[config.mk]
export PLATFORM = sky130hd
export DESIGN_NAME = lsu_mem_stage
export DESIGN_NICKNAME = d
export VERILOG_FILES = /design/src/rtl/lsu_mem_stage.sv
export SDC_FILE = /design/constraint.sdc
export NUM_CORES = 1
export LEC_CHECK = 0
export ABC_AREA = 1
export CORE_AREA = 2 2 119 121
export CTS_CLUSTER_SIZE = 14
export DETAILED_ROUTE_END_ITERATION = 7
export DIE_AREA = 0 0 121 123
export PLACE_DENSITY = 0.82
export SLEW_MARGIN = 20
export SYNTH_ARGS = -nofsm -noshare
export SYNTH_HDL_FRONTEND = slang
export SYNTH_SLANG_ARGS = --single-unit
[constraint.sdc]
create_clock -name clk -period 1.38 [get_ports clk]
set_input_delay 0.207 -clock clk [delete_from_list [all_inputs] [get_ports clk]]
set_output_delay 0.207 -clock clk [all_outputs]
set_load 0.03 [all_outputs]
[src/rtl/lsu_mem_stage.sv]
// lsu_mem_stage: load/store unit, one data-memory transaction per accepted start.
// Latency: done 2+k cycles after start (k = mem_ready wait cycles); illegal/trapped accesses finish after 1.
// Backpressure: mem_req held with stable addr/wmask/wdata until mem_ready; aborts after TIMEOUT_CYCLES (0 = never).
// Optional build macro LSU_MISALIGN_TRAP_EN: trap misaligned half/word accesses instead of force-aligning them.

module lsu_mem_stage #(
    parameter int TIMEOUT_CYCLES = 255
) (
    input  logic        clk,
    input  logic        rst_n,
    input  logic        start,
    input  logic        isLoad,
    input  logic        isStore,
    input  logic [2:0]  func3,
    input  logic [31:0] addr,
    input  logic [31:0] wdata,
    output logic        busy,
    output logic        done,
    output logic        err,
    output logic [31:0] rdata,
    output logic [31:0] mem_addr,
    output logic [31:0] mem_wdata,
    output logic [3:0]  mem_wmask,
    output logic        mem_rstrb,
    output logic        mem_req,
    input  logic        mem_ready,
    input  logic [31:0] mem_rdata
);

    localparam int CNT_W = (TIMEOUT_CYCLES > 1) ? $clog2(TIMEOUT_CYCLES + 1) : 1;
    localparam bit TO_EN = (TIMEOUT_CYCLES != 0);
    // Counter value in the last ACCESS cycle allowed before the access is abandoned.
    localparam logic [CNT_W-1:0] CNT_LAST = TO_EN ? CNT_W'(TIMEOUT_CYCLES - 1) : '0;

    typedef enum logic [1:0] {
        S_IDLE   = 2'd0,
        S_ACCESS = 2'd1,
        S_DONE   = 2'd2
    } state_t;

    state_t            state_q, state_d;
    logic [CNT_W-1:0]  cnt_q, cnt_d;
    logic              is_load_q, is_load_d;
    logic [2:0]        func3_q, func3_d;
    logic [1:0]        off_q, off_d;
    logic [31:0]       addr_q, addr_d;
    logic [31:0]       wdata_q, wdata_d;
    logic [3:0]        wmask_q, wmask_d;
    logic [31:0]       rdata_q, rdata_d;
    logic              err_q, err_d;

    logic              req_ok;
    logic              f3_legal;
    logic              misalign;
    logic [3:0]        st_mask;
    logic [31:0]       st_data;
    logic [7:0]        ld_byte;
    logic [15:0]       ld_half;
    logic [31:0]       ld_val;

    assign req_ok = start && (isLoad ^ isStore);

    // Decode which func3 values are legal for the requested access type.
    always_comb begin
        f3_legal = 1'b0;
        case (func3)
            3'b000, 3'b001, 3'b010: f3_legal = 1'b1;
            3'b100, 3'b101:         f3_legal = isLoad;
            default:                f3_legal = 1'b0;
        endcase
    end

`ifdef LSU_MISALIGN_TRAP_EN
    assign misalign = ((func3[1:0] == 2'b01) && addr[0]) ||
                      ((func3[1:0] == 2'b10) && (addr[1:0] != 2'b00));
`else
    // Without trapping, the low address bits below the access size are simply ignored.
    assign misalign = 1'b0;
`endif

    // Build store byte enables and lane-replicated store data from the request.
    always_comb begin
        st_mask = 4'b1111;
        st_data = wdata;
        case (func3[1:0])
            2'b00: begin
                st_mask = 4'b0001 << addr[1:0];
                st_data = {4{wdata[7:0]}};
            end
            2'b01: begin
                st_mask = addr[1] ? 4'b1100 : 4'b0011;
                st_data = {2{wdata[15:0]}};
            end
            default: begin
                st_mask = 4'b1111;
                st_data = wdata;
            end
        endcase
    end

    // Pick the addressed byte/halfword out of the read word and extend it.
    always_comb begin
        case (off_q)
            2'b00:   ld_byte = mem_rdata[7:0];
            2'b01:   ld_byte = mem_rdata[15:8];
            2'b10:   ld_byte = mem_rdata[23:16];
            default: ld_byte = mem_rdata[31:24];
        endcase
        ld_half = off_q[1] ? mem_rdata[31:16] : mem_rdata[15:0];
        case (func3_q)
            3'b000:  ld_val = {{24{ld_byte[7]}}, ld_byte};
            3'b100:  ld_val = {24'd0, ld_byte};
            3'b001:  ld_val = {{16{ld_half[15]}}, ld_half};
            3'b101:  ld_val = {16'd0, ld_half};
            default: ld_val = mem_rdata;
        endcase
    end

    // Next-state logic: accept in IDLE, wait for ready or timeout in ACCESS, pulse DONE.
    always_comb begin
        state_d   = state_q;
        cnt_d     = cnt_q;
        is_load_d = is_load_q;
        func3_d   = func3_q;
        off_d     = off_q;
        addr_d    = addr_q;
        wdata_d   = wdata_q;
        wmask_d   = wmask_q;
        rdata_d   = rdata_q;
        err_d     = 1'b0;
        case (state_q)
            S_IDLE: begin
                if (req_ok) begin
                    if (!f3_legal || misalign) begin
                        state_d = S_DONE;
                        err_d   = 1'b1;
                    end else begin
                        state_d   = S_ACCESS;
                        cnt_d     = '0;
                        is_load_d = isLoad;
                        func3_d   = func3;
                        off_d     = addr[1:0];
                        addr_d    = {addr[31:2], 2'b00};
                        wdata_d   = st_data;
                        wmask_d   = isLoad ? 4'b0000 : st_mask;
                    end
                end
            end
            S_ACCESS: begin
                if (mem_ready) begin
                    state_d = S_DONE;
                    cnt_d   = '0;
                    if (is_load_q) begin
                        rdata_d = ld_val;
                    end
                end else if (TO_EN && (cnt_q == CNT_LAST)) begin
                    state_d = S_DONE;
                    cnt_d   = '0;
                    err_d   = 1'b1;
                    rdata_d = '0;
                end else if (TO_EN) begin
                    cnt_d = cnt_q + CNT_W'(1);
                end
            end
            S_DONE: begin
                state_d = S_IDLE;
            end
            default: begin
                state_d = S_IDLE;
            end
        endcase
    end

    // State and datapath registers; reset abandons any access in flight.
    always_ff @(posedge clk) begin
        if (!rst_n) begin
            state_q   <= S_IDLE;
            cnt_q     <= '0;
            is_load_q <= 1'b0;
            func3_q   <= 3'b000;
            off_q     <= 2'b00;
            addr_q    <= '0;
            wdata_q   <= '0;
            wmask_q   <= 4'b0000;
            rdata_q   <= '0;
            err_q     <= 1'b0;
        end else begin
            state_q   <= state_d;
            cnt_q     <= cnt_d;
            is_load_q <= is_load_d;
            func3_q   <= func3_d;
            off_q     <= off_d;
            addr_q    <= addr_d;
            wdata_q   <= wdata_d;
            wmask_q   <= wmask_d;
            rdata_q   <= rdata_d;
            err_q     <= err_d;
        end
    end

    assign busy      = (state_q == S_ACCESS);
    assign done      = (state_q == S_DONE);
    assign err       = err_q;
    assign rdata     = rdata_q;
    assign mem_req   = (state_q == S_ACCESS);
    assign mem_rstrb = (state_q == S_ACCESS) && is_load_q;
    assign mem_wmask = (state_q == S_ACCESS) ? wmask_q : 4'b0000;
    assign mem_addr  = addr_q;
    assign mem_wdata = wdata_q;

endmodule

==> metrics.txt <==
post-synthesis mux area share 0; Leak Pwr between 3 and 4 nW; Sequential cell area between 2000 and 2500 um2; Setup Skew a little over 0.007 ns; Worst Path Required about 1.7 ns; Synth top area share 0.434; Fillers roughly 1100; final setup TNS -4.21 ns; Inserted Diodes 0; CP Capture Type flip-flop; hold_buf cts 0; fin area approximately 9100 um2; Final Net Count about 1100; part of the Yosys area used for sequential elements 0.434; # rows 43; drt first pass iters 6; Post-Syn Area 5310 um2; WL per Instance roughly 17 um; Initial Util 0.390; count of input and output buffers 207; Max Cap Viol 0; root buf cell clkbuf_16; Worst Setup Slack post-DPL -0.418 ns; Worst Hold Slack 0.228 ns; io pins between 200 and 250; Synth area leaders dfxtp_1, nand2_1, a21oi_1, o21ai_0, nor2_1; Synth Warn # 0; share of post-route cells with drive strength above 1 0.229; Synth cell types 31; Clock Latency Late Sink about 0.42 ns; CP Launch Type flip-flop; number of vias per cell roughly 5.2; post-route ant nets 0; CTS tree yes; Total Routed Length 20400 um; routability cong. roughly 0.9; Setup WS post-layout -0.152 ns; Mapped Cells between 700 and 800; Finished Layout Cells around 1200; largest family of logic cells by synthesized area simple AND/OR/NAND/NOR gates; unrepaired setup endpoints after global routing true; complex-gate fraction of the synthesized area 0.214; Synth Area in XOR/XNOR 0.00330; status complete, but fails checks; post-layout minimum cycle time roughly 1.5 ns; global-route wire length before repair roughly 28000 um; PwrDens 1090 nW/um2; Sink Count 115; Setup Crit Path Kind reg2reg; CTS Buf Count 17; Starting DRT DRC Count about 600; CTS H-tree depth 4; Worst EP arrival about 1.9 ns; Tcrit/Tclk final 1.11; Slew Limit Fails 0; dpl cells ~1200; Clock Path Buffers 2; placed cell areas slightly below 8000 um2; syn avg cell area 6.84 um2; clock-pin slew on the worst setup and hold paths 0.06 ns; Max VDD drop slightly below 0.8 mV; Synth Area in Adders 0.00471; Max FO, Critical Path 7; Hold Path Class in2reg; # DRC 0; die area between 10000 and 15000 um2; P&R area growth vs syn 71.8%; number of global-route vias before repair between 5000 and 6000; Setup violations, final 57; Yosys top cell by area dfxtp_1; register bit total from synthesis between 100 and 150; routed vias approximately 6400; DIE HEIGHT ~120 um; CORE AREA roughly 14000 um2; GRT Total Usage 0.239; simple-gate share of the synthesized area 0.254; failing checks negative setup slack; largest net degree at the start of global routing 47; total grt overflow 0; Final HPWL DP between 10000 and 15000 um; Multi-input gate area between 2000 and 3000 um2; initial antenna violation count 0; Hold Violations, Final 0; die width about 120 um; achievable frequency around 650 MHz
==> Yosys cell counts, drive strengths merged <==
library cell / number
nor3: 1
o21ai: 76
o211ai: 3
nand4: 12
dfxtp: 115
clkbuf: 26
o22ai: 1
inv: 56
conb: 1
and2: 3
nand2: 240
o21bai: 1
a21oi: 137
o21a: 1
a211oi: 2
ha: 2
nor2: 55
buf: 25
xor2: 2
or2: 3
a31oi: 2
nand3: 12
==> sequential cells by signal, summed over array words and instances, names as in the netlist, 2 cells and up <==
register,flops
mem_addr,30
cnt_q,8
off_q,2
wmask_q,4
state_q,2
func3_q,3
mem_wdata,32
rdata,32
==> power by group <==
group | internal (mW) | switching, mW
Sequential | 3.44 | 0.0698
Clock | 2.93 | 1.62
Combinational | 0.829 | 1.09
Total | 7.21 | 2.77
==> cells in the final DEF, fill, tap and decap left out, drive strengths merged <==
cell type      count
nand2            241
a21oi            137
dfxtp            115
clkdlybuf4s50    101
buf               86
o21ai             76
clkdlybuf4s15     57
inv               56
nor2              55
clkbuf            49
dlygate4sd2       15
nand4             12
nand3             12
clkinvlp           5
clkinv             4
and2               3
o211ai             3
bufinv             3
dlymetal6s2s       3
or2                3
a31oi              2
xor2               2
conb               2
a211oi             2
ha                 2
nor3               1
o22ai              1
o21bai             1
o21a               1
==> per-layer routing <==
layer  up-vias  GRT usage  share of wire
li1       3055          -              -
met1      2980      0.272           0.38
met2       341      0.412           0.50
met3        65     0.0793          0.088
met4         0     0.0967          0.034
met5         -          0              0
==> per-stage QoR <==
stage                     power (mW)  utilization
after floorplan                 4.47            -
after global placement          5.32        0.581
after detailed placement        5.34        0.581
after CTS                       9.84        0.636
after global routing            10.3        0.670
final                           9.98        0.670
==> final timing paths <==
kind                   start  slack (ns)         end  cells after the start
setup / recovery  state_q[1]       -0.15    rdata[6]                      9
hold / removal      func3[2]        0.23  func3_q[2]                      3
setup reg to reg  state_q[1]       -0.15    rdata[6]                      9
hold reg to reg     rdata[6]        0.46    rdata[6]                      2
==> kinds of logic (layout without fill, tap and decap cells) <==
logic type / after synthesis / count (layout)
and+or+nand+nor: 326 / 327
AOI/OAI and AO/OA: 223 / 223
DFF: 115 / 115
buffers and inverters: 107 / 379
adders and majority gates: 2 / 2
xor gates and xnor gates: 2 / 2
other: 1 / 2
==> layout make-up <==
cell class              instances  area share
clock inverters                12      0.0170
flip-flops and latches        115       0.253
inverters                      56      0.0247
well taps                     180      0.0247
repair buffers                291       0.318
clock buffers                  20      0.0501
multi-input cells             556       0.312
==> worst max-delay path, stage by stage, from the launching register on <==
cell	delay, ns
dfxtp_2	0.33
inv_2	0.08
nand2_4	0.06
buf_4	0.16
nor2_4	0.12
nand3_4	0.14
nand2_8	0.15
buf_8	0.14
nand4_1	0.12
a21oi_1	0.16
==> what timing repair did <==
item | in CTS | in global routing
setup endpoints to repair | 135 | 183
setup buffers | 5 | 10
cloned | 2 | 9
pin swaps | 3 | 34
gates resized for setup | 168 | 172
Note: power is estimated with default switching activity, not from simulation.
